==> config.mk <==
export PLATFORM = sky130hd
export DESIGN_NAME = display_7seg_param
export DESIGN_NICKNAME = d
export VERILOG_FILES = /design/src/rtl/display_7seg_param.sv
export SDC_FILE = /design/constraint.sdc
export NUM_CORES = 1
export LEC_CHECK = 0
export ABC_AREA = 0
export ABC_CLOCK_PERIOD_IN_PS = 8100
export CAP_MARGIN = 20
export CORE_UTILIZATION = 45
export CTS_CLUSTER_DIAMETER = 50
export CTS_CLUSTER_SIZE = 16
export DETAILED_ROUTE_END_ITERATION = 8
export PLACE_DENSITY_LB_ADDON = 0.12
export SLEW_MARGIN = 20
export SYNTH_ARGS = -nofsm -noshare
export SYNTH_HDL_FRONTEND = slang
export SYNTH_SLANG_ARGS = --single-unit
==> constraint.sdc <==
create_clock -name clk -period 8.1 [get_ports clk]
set_clock_uncertainty 0.05 [all_clocks]
set_input_delay 1.62 -clock clk [delete_from_list [all_inputs] [get_ports clk]]
set_output_delay 1.62 -clock clk [all_outputs]
set_load 0.01 [all_outputs]
==> src/rtl/display_7seg_param.sv <==
// Multiplexed 7-segment driver: binary word in, sequential double-dabble to BCD,
// formatted (blanking, minus sign, overflow) into per-digit segment registers and scanned out.
module display_7seg_param #(
    parameter int N_DIGITS    = 8,
    parameter int DATA_W      = 21,
    parameter int SIGNED      = 1,
    parameter int REFRESH_DIV = 100000
) (
    input  logic                clk,
    input  logic                reset,
    input  logic [DATA_W-1:0]   valor,
    input  logic                load,
    input  logic                blank_en,
    output logic                busy,
    output logic                overflow,
    output logic [N_DIGITS-1:0] anodo,
    output logic [6:0]          catodo,
    output logic [1:0]          dbg_state
);

    localparam int BCD_W = 4 * (N_DIGITS + 1);
    localparam int CNT_W = (DATA_W > 1) ? $clog2(DATA_W) : 1;
    localparam int K_W   = $clog2(N_DIGITS + 1);
    localparam int IDX_W = $clog2(N_DIGITS);
    localparam int PRE_W = $clog2(REFRESH_DIV);

    localparam logic [6:0] SEG_MINUS = 7'b0111111;
    localparam logic [6:0] SEG_BLANK = 7'h7F;
    localparam logic [6:0] SEG_ZERO  = 7'b1000000;

    typedef enum logic [1:0] {
        S_IDLE   = 2'd0,
        S_SHIFT  = 2'd1,
        S_COMMIT = 2'd2
    } state_t;

    function automatic logic [6:0] seg7(input logic [3:0] d);
        case (d)
            4'd0:    seg7 = 7'b1000000;
            4'd1:    seg7 = 7'b1111001;
            4'd2:    seg7 = 7'b0100100;
            4'd3:    seg7 = 7'b0110000;
            4'd4:    seg7 = 7'b0011001;
            4'd5:    seg7 = 7'b0010010;
            4'd6:    seg7 = 7'b0000010;
            4'd7:    seg7 = 7'b1111000;
            4'd8:    seg7 = 7'b0000000;
            4'd9:    seg7 = 7'b0010000;
            default: seg7 = SEG_BLANK;
        endcase
    endfunction

    state_t                     state_q, state_d;
    logic [CNT_W-1:0]           cnt_q, cnt_d;
    logic [DATA_W-1:0]          mag_q, mag_d;
    logic [BCD_W-1:0]           bcd_q, bcd_d;
    logic                       carry_q, carry_d;
    logic                       neg_q, neg_d;
    logic                       blank_q, blank_d;
    logic                       busy_q, busy_d;
    logic                       ovf_q, ovf_d;
    logic [N_DIGITS-1:0][6:0]   segs_q, segs_d;

    logic [PRE_W-1:0]           presc_q, presc_d;
    logic [IDX_W-1:0]           idx_q, idx_d;
    logic [N_DIGITS-1:0]        anodo_q, anodo_d;
    logic [6:0]                 catodo_q, catodo_d;

    logic                       neg_in;
    logic [DATA_W-1:0]          mag_in;
    logic [BCD_W-1:0]           bcd_adj;
    logic [K_W-1:0]             k;
    logic                       fmt_ovf;
    logic [N_DIGITS-1:0][6:0]   fmt_segs;

    // DATA_W bits read as unsigned already hold 2^(DATA_W-1), so the most negative input negates cleanly.
    assign neg_in = (SIGNED != 0) && valor[DATA_W-1];
    assign mag_in = neg_in ? (~valor + DATA_W'(1)) : valor;

    always_comb begin
        bcd_adj = bcd_q;
        for (int i = 0; i <= N_DIGITS; i++) begin
            if (bcd_q[4*i +: 4] >= 4'd5) begin
                bcd_adj[4*i +: 4] = bcd_q[4*i +: 4] + 4'd3;
            end
        end
    end

    // A bit leaving the top nibble means the value needs more than N_DIGITS+1 digits.
    always_comb begin
        k = '0;
        for (int i = 0; i <= N_DIGITS; i++) begin
            if (bcd_q[4*i +: 4] != 4'd0) begin
                k = K_W'(i);
            end
        end
        fmt_ovf = carry_q
               || (bcd_q[4*N_DIGITS +: 4] != 4'd0)
               || (neg_q && (k == K_W'(N_DIGITS - 1)))
               || (neg_q && !blank_q && (bcd_q[4*(N_DIGITS-1) +: 4] != 4'd0));
        fmt_segs = '0;
        for (int i = 0; i < N_DIGITS; i++) begin
            if (fmt_ovf) begin
                fmt_segs[i] = SEG_MINUS;
            end else if (blank_q && (K_W'(i) > k)) begin
                fmt_segs[i] = (neg_q && (K_W'(i) == k + K_W'(1))) ? SEG_MINUS : SEG_BLANK;
            end else if (!blank_q && neg_q && (i == N_DIGITS - 1)) begin
                fmt_segs[i] = SEG_MINUS;
            end else begin
                fmt_segs[i] = seg7(bcd_q[4*i +: 4]);
            end
        end
    end

    // load is a one-cycle request, taken only in IDLE; while busy=1 it is dropped.
    always_comb begin
        state_d = state_q;
        cnt_d   = cnt_q;
        mag_d   = mag_q;
        bcd_d   = bcd_q;
        carry_d = carry_q;
        neg_d   = neg_q;
        blank_d = blank_q;
        busy_d  = busy_q;
        ovf_d   = ovf_q;
        segs_d  = segs_q;
        case (state_q)
            S_IDLE: begin
                if (load) begin
                    mag_d   = mag_in;
                    neg_d   = neg_in;
                    blank_d = blank_en;
                    bcd_d   = '0;
                    carry_d = 1'b0;
                    cnt_d   = '0;
                    busy_d  = 1'b1;
                    state_d = S_SHIFT;
                end
            end
            S_SHIFT: begin
                bcd_d   = {bcd_adj[BCD_W-2:0], mag_q[DATA_W-1]};
                carry_d = carry_q | bcd_adj[BCD_W-1];
                mag_d   = mag_q << 1;
                cnt_d   = cnt_q + CNT_W'(1);
                if (cnt_q == CNT_W'(DATA_W - 1)) begin
                    state_d = S_COMMIT;
                end
            end
            S_COMMIT: begin
                segs_d  = fmt_segs;
                ovf_d   = fmt_ovf;
                busy_d  = 1'b0;
                state_d = S_IDLE;
            end
            default: begin
                busy_d  = 1'b0;
                state_d = S_IDLE;
            end
        endcase
    end

    always_ff @(posedge clk or negedge reset) begin
        if (!reset) begin
            state_q <= S_IDLE;
            cnt_q   <= '0;
            mag_q   <= '0;
            bcd_q   <= '0;
            carry_q <= 1'b0;
            neg_q   <= 1'b0;
            blank_q <= 1'b1;
            busy_q  <= 1'b0;
            ovf_q   <= 1'b0;
            for (int i = 0; i < N_DIGITS; i++) begin
                segs_q[i] <= (i == 0) ? SEG_ZERO : SEG_BLANK;
            end
        end else begin
            state_q <= state_d;
            cnt_q   <= cnt_d;
            mag_q   <= mag_d;
            bcd_q   <= bcd_d;
            carry_q <= carry_d;
            neg_q   <= neg_d;
            blank_q <= blank_d;
            busy_q  <= busy_d;
            ovf_q   <= ovf_d;
            segs_q  <= segs_d;
        end
    end

    always_comb begin
        presc_d = presc_q + PRE_W'(1);
        idx_d   = idx_q;
        if (presc_q == PRE_W'(REFRESH_DIV - 1)) begin
            presc_d = '0;
            idx_d   = (idx_q == IDX_W'(N_DIGITS - 1)) ? '0 : idx_q + IDX_W'(1);
        end
        anodo_d  = ~(N_DIGITS'(1) << idx_q);
        catodo_d = segs_q[idx_q];
    end

    always_ff @(posedge clk or negedge reset) begin
        if (!reset) begin
            presc_q  <= '0;
            idx_q    <= '0;
            anodo_q  <= '1;
            catodo_q <= SEG_BLANK;
        end else begin
            presc_q  <= presc_d;
            idx_q    <= idx_d;
            anodo_q  <= anodo_d;
            catodo_q <= catodo_d;
        end
    end

    assign busy      = busy_q;
    assign overflow  = ovf_q;
    assign anodo     = anodo_q;
    assign catodo    = catodo_q;
    assign dbg_state = state_q;

endmodule

-- Word-level counts from Yosys, hierarchy flattened
Memories as Yosys holds them, arrays and structs flattened.
Cells that the tools add are included.
- flip-flop bits (word level): 160
- bits in latches: 0
- memory bits (writable): 0
- memory bits (read-only): 896
- input bits: 25
- output and inout port bits: 19
- word-level logic and storage cells: 179
- memories: 8
- add/sub/neg operators: 14
- multipliers: 0
- div/mod/pow operators: 0
- order comparisons: 18
- eq/ne operators: 15
- shifts and indexed selects: 1
- mux-type cells: 60
- bitwise operators: 4
- reductions and logical operators: 38
- memory list (memory ; depth ; bits a word ; read ports ; clocked after Yosys merged registers in ; write ports ; line ; RTL):
    (name not given) ; 16 ; 7 ; 1 ; 0 ; 0 ; 38 ; case (d)
    (name not given) ; 16 ; 7 ; 1 ; 0 ; 0 ; 38 ;
    (name not given) ; 16 ; 7 ; 1 ; 0 ; 0 ; 38 ;
    (name not given) ; 16 ; 7 ; 1 ; 0 ; 0 ; 38 ;
    (name not given) ; 16 ; 7 ; 1 ; 0 ; 0 ; 38 ;
    (name not given) ; 16 ; 7 ; 1 ; 0 ; 0 ; 38 ;
    2 more memories ; n/a ; n/a ; n/a ; n/a ; n/a ; n/a ;
- operators by type and width (cell ; count):
    7-bit 2-to-1 mux ; 26
    36-bit case mux with 2 select lines ; 1
    4-bit 2-to-1 mux ; 16
    21-bit 2-to-1 mux ; 2
    21-bit case mux with 2 select lines ; 1
    4-bit by 2-bit adder with 4-bit output, second input constant ; 9
    4-bit by 3-bit greater-or-equal comparator with 1-bit output, second input constant ; 9
    36-bit 2-to-1 mux ; 1
    4-bit nonzero test ; 8
    21-bit by 1-bit adder with 21-bit output, second input constant ; 1
    7-bit binary-select mux with 3-bit select ; 1
    21-bit NOT ; 1
    1-bit logical AND ; 19
    17-bit by 1-bit adder with 17-bit output, second input constant ; 1
    17-bit equality test, second input constant ; 1
    17-bit 2-to-1 mux ; 1
    3-bit by 4-bit equality test with 1-bit output, first input constant ; 4
    3-bit by 4-bit greater-than comparator with 1-bit output, first input constant ; 4
    5-bit case mux with 2 select lines ; 1
    2-bit by 4-bit equality test with 1-bit output, first input constant ; 2
    1-bit by 4-bit greater-than comparator with 1-bit output, first input constant ; 2
    2-bit by 4-bit greater-than comparator with 1-bit output, first input constant ; 2
    8-bit NOT ; 1
    2-bit AND reduction ; 4
    other kinds (25) ; 32

-- Logic depth before layout (Yosys ltp)
- depth in word-level cells: 15
- mapped depth: 12
- depth with buffers taken out: 11

-- Worst setup path after synthesis
OpenSTA, ideal clock, no wires.
- path kind: input to register
- start: input port valor[5]
- end: register mag_q[16]
- library setup time: 0.134 ns
- arrival time: 2.994 ns
- required time: 7.916 ns
- path slack: 4.922 ns
- stages: 5
- cells stage by stage: nor4_1 -> nand4_1 -> o41ai_1 -> xor2_1 -> o21ai_0
- word-level cells in the longest chain between the ends: 5
- RTL lines (item ; line ; RTL):
    from (decl) ; 11 ; input logic [DATA_W-1:0] valor,
    21-bit NOT ; 78 ; assign mag_in = neg_in ? (~valor + DATA_W'(1)) : valor;
    21-bit by 1-bit adder with 21-bit output ; 78 ;
    21-bit 2-to-1 mux ; 78 ;
    21-bit 2-to-1 mux ; 129 ; if (load) begin
    21-bit case mux with 2 select lines ; 127 ; case (state_q)
    to (signal assigned) ; 179 ; mag_q <= mag_d;
    to (decl) ; 55 ; logic [DATA_W-1:0] mag_q, mag_d;
No other way between the ends. The select of a mux whose other input is x is not followed.
A chain may end at the register's enable or synchronous reset.

-- Final worst setup path
- start: input port valor[3]
- end: register mag_q[16]
The elaborated chain is that of the path after synthesis.

==> run_results.csv <==
group,metric,value,unit
synthesis,synthesis.area,9425,um^2
routing,ant_nets,0,
floorplanning,start_util,0.4628,
sta,finalHoldViolations,0,
floorplanning,die_y,146.7,um
synthesis,ys_seq_area_frac,0.4336,
run_status,status,"completed",
cts,postCtsSetupRepairBufs,0,
synthesis,syn_inst,1014,
sta,whs,0.4294,ns
routing,viasPerCell,5.558,
placement,place_area,10050,um^2
routing,routed_wl,21.82,mm
cts,clkTransAtPathRegs,0.06,ns
synthesis,synth_area_leaders,"dfrtp_1 25%, dfstp_2 18%, ha_1 7.7%",
synthesis,ys_dominant_reg_cell,"dfrtp_1",
placement,detailedPlacementHpwl,15.39,mm
sta,setup_viol,0,
routing,drtIter0Drc,506,
sta,worst_pin_slew,0.9713,ns
sta,max_slew_margin,0.3525,
routing,drc,0,
cts,cts-hold-fix-buffers,0,
pwr,seq_power_share,0.371,
routing,wire_per_inst,16.62,um
pwr,leakagePower,4.369,nW
synthesis,ys_ff_latch,160,
setup_path,crit_family,"simple AND/OR/NAND/NOR gates",
sta,post-route-period-util,0.4478,
flow_run,drv_cap,0,
floorplanning,die_area,21530,um^2
routing,via_count,7298,
pwr,power.density,349.8,nW/um^2
setup_path,slowest_stage,"nor4_1",
finish,drive_gt1_frac,0.1390,
setup_path,startpoint_type,"input port",
finish,n_fill_cell,1877,
cts,cts_buffer_depth,2,
placement,place_congestion,0.8349,
setup_path,critPathMaxStageDelay,0.77,ns
synthesis,ys_types,80,
cts,clkLatencyLatePin,0.43,ns
cts,clkSinkCount,160,
pwr,ir_drop,0.1437,mV
pwr,p_clk_frac,0.209,
finish,fin_nets,1113,
global_route,grt_pass1_vias,7093,
finish,regArea,4086,um^2
finish,final_area,10610,um^2
setup_path,worstSetupPathType,"in2reg",
sta,grt_setup_unrepaired,"no",
cts,cts_tree,"yes",
finish,multi_input_area,4950,um^2
floorplanning,num_rows,52,
floorplanning,design.core.area,20360,um^2
placement,portBuffers,43,
synthesis,synth_edf_count,0,
finish,final_core_utilization,0.5211,
routing,dr.pass1.iters,5,
sta,fmax,275.7,MHz
setup_path,required,8.33,ns
hold_path,min_path_type,"reg2reg",
global_route,antenna_found_initial,0,
synthesis,synth_top_area_frac,0.2496,
setup_path,endpoint_kind,"flip-flop",
setup_path,cp_max_fo,6,
setup_path,cp.arrival,3.86,ns
sta,fin_setup_tns,0,ns
synthesis,avgSynthCellArea,9.295,um^2
synthesis,yosysWarnings,0,
cts,cts.repair.resized,0,
finish,antenna_cells,0,
cts,cts_buffers,17,
pwr,power.internal,2.178,mW
synthesis,syn_nets,1097,
global_route,grt_max_degree,66,
synthesis,yosysTopAreaCell,"dfrtp_1",
floorplanning,num_io_pins,44,
finish,areaGrowthSynthToFinish,12.58,%
cts,htreeDepth,4,
sta,final_max_slew_viol_count,0,
pwr,pwr-share-comb,0.420,
global_route,grt_usage,0.2141,
cts,clockRootBuffer,"clkbuf_16",
setup_path,critPathBufInv,1,
pwr,p_sw_frac,0.4134,
pwr,switching_power,1.534,mW
synthesis,async_flop_share,1.000,
setup_path,cp_cell_sequence,"clkdlybuf4s50_1 > nor4_1 > nand4_1 > o41ai_1 > xor2_1 > o21ai_0",
global_route,overflow,0,
sta,min_period,3.627,ns
floorplanning,die_w,146.7,um
global_route,grt_pass1_wl,36.83,mm
-- power by group through the flow --
stage                     sequential (mW)  clock (mW)  combinational, mW
after detailed placement             1.39           0               1.56
after CTS                            1.38       0.790               1.56
final                                1.38       0.776               1.56
after global routing                 1.42       0.822               1.78
after global placement               1.38           0               1.54
after floorplan                      1.23           0               1.28
-- layer usage --
| metal | global-route usage | part of all wire | vias to the layer above |
|---|---|---|---|
| li1 | - | - | 3635 |
| met1 | 0.3137 | 0.50 | 3501 |
| met2 | 0.3308 | 0.45 | 141 |
| met3 | 0.03075 | 0.033 | 21 |
| met4 | 0.05729 | 0.014 | 0 |
| met5 | 0 | 0 | - |
-- state kept, by name (all words and copies together), names as in the netlist --
name,flops
anodo,8
bcd_q,36
blank_q,1
busy,1
carry_q,1
catodo,7
cnt_q,5
dbg_state,2
idx_q,3
mag_q,21
neg_q,1
overflow,1
presc_q,17
segs_q,56
-- layout make-up --
type                       instances  share of cell area
timing repair buffer              50             0.04563
clock buffer                      21             0.04339
clock inverter                    11            0.009905
tap                              270             0.03184
inverter                          50             0.01769
sequential                       160              0.3851
multi-input combinational        751              0.4665
-- cell usage after synthesis (all sizes together) (9+ instances only) --
cell type and count:
nor2 108, nand2 105, dfrtp 94, o21ai 91, a21oi 83, dfstp 66, ha 58, inv 49
clkbuf 44, o22ai 43, xor2 26, a31oi 23, xnor2 20, nand3 16, nand2b 15, mux4 14
a22oi 13, nor3 10, buf 9, mux2i 9
-- per-stage QoR --
stage | cells | setup WS, ns | power, mW
floorplan | 1014 | 4.922 | 2.513
global placement | 1281 | 4.090 | 2.920
detailed placement | 1281 | 4.082 | 2.941
CTS | 1313 | 4.522 | 3.729
global route | 1313 | 4.185 | 4.030
finish | 1313 | 4.473 | 3.712
-- cells in the final DEF (no fill, tap or decap), types with 15 or more instances in the layout --
master / count
clkdlybuf4s50_1: 42
nor2_1: 103
o21ai_0: 90
o22ai_1: 43
nand3_1: 16
nand2_1: 102
dfrtp_1: 94
dfstp_2: 66
nand2b_1: 15
a21oi_1: 82
a31oi_1: 23
xor2_1: 26
ha_1: 58
xnor2_1: 20
clkbuf_16: 17
inv_1: 48
-- worst register-to-register path: cells and delay by family (launching register included) --
kind,cells,cell delay [ns]
compound gates,3,1.03
fa+ha+maj,2,0.37
flops,1,0.41
buf+inv,2,0.33
simple gates,4,0.97
-- worst paths after layout --
path / start / to / slack [ns] / cells past startpoint
min in group asynchronous: reset / bcd_q[7]$_DFFE_PN0P_ / 1.09 / 1
worst min register to register: segs_q[20]$_DFFE_PN1N_ / segs_q[20]$_DFFE_PN1N_ / 0.43 / 2
max in group asynchronous: reset / bcd_q[22]$_DFFE_PN0P_ / 5.15 / 3
worst max-delay path: valor[3] / mag_q[16]$_DFFE_PN0P_ / 4.47 / 6
worst max register to register: bcd_q[32]$_DFFE_PN0P_ / segs_q[51]$_DFFE_PN1N_ / 4.87 / 11
worst min-delay path: segs_q[20]$_DFFE_PN1N_ / segs_q[20]$_DFFE_PN1N_ / 0.43 / 2
-- logic make-up after synthesis --
family	after synthesis	synth area share
xor gates and xnor gates	46	0.04275
DFF	160	0.4336
and+or+nand+nor	307	0.1532
muxes	25	0.04540
AOI/OAI and AO/OA	315	0.2050
adders and majority gates	58	0.07699
buffers and inverters	103	0.04314
Power figures use the tool's default switching activity.
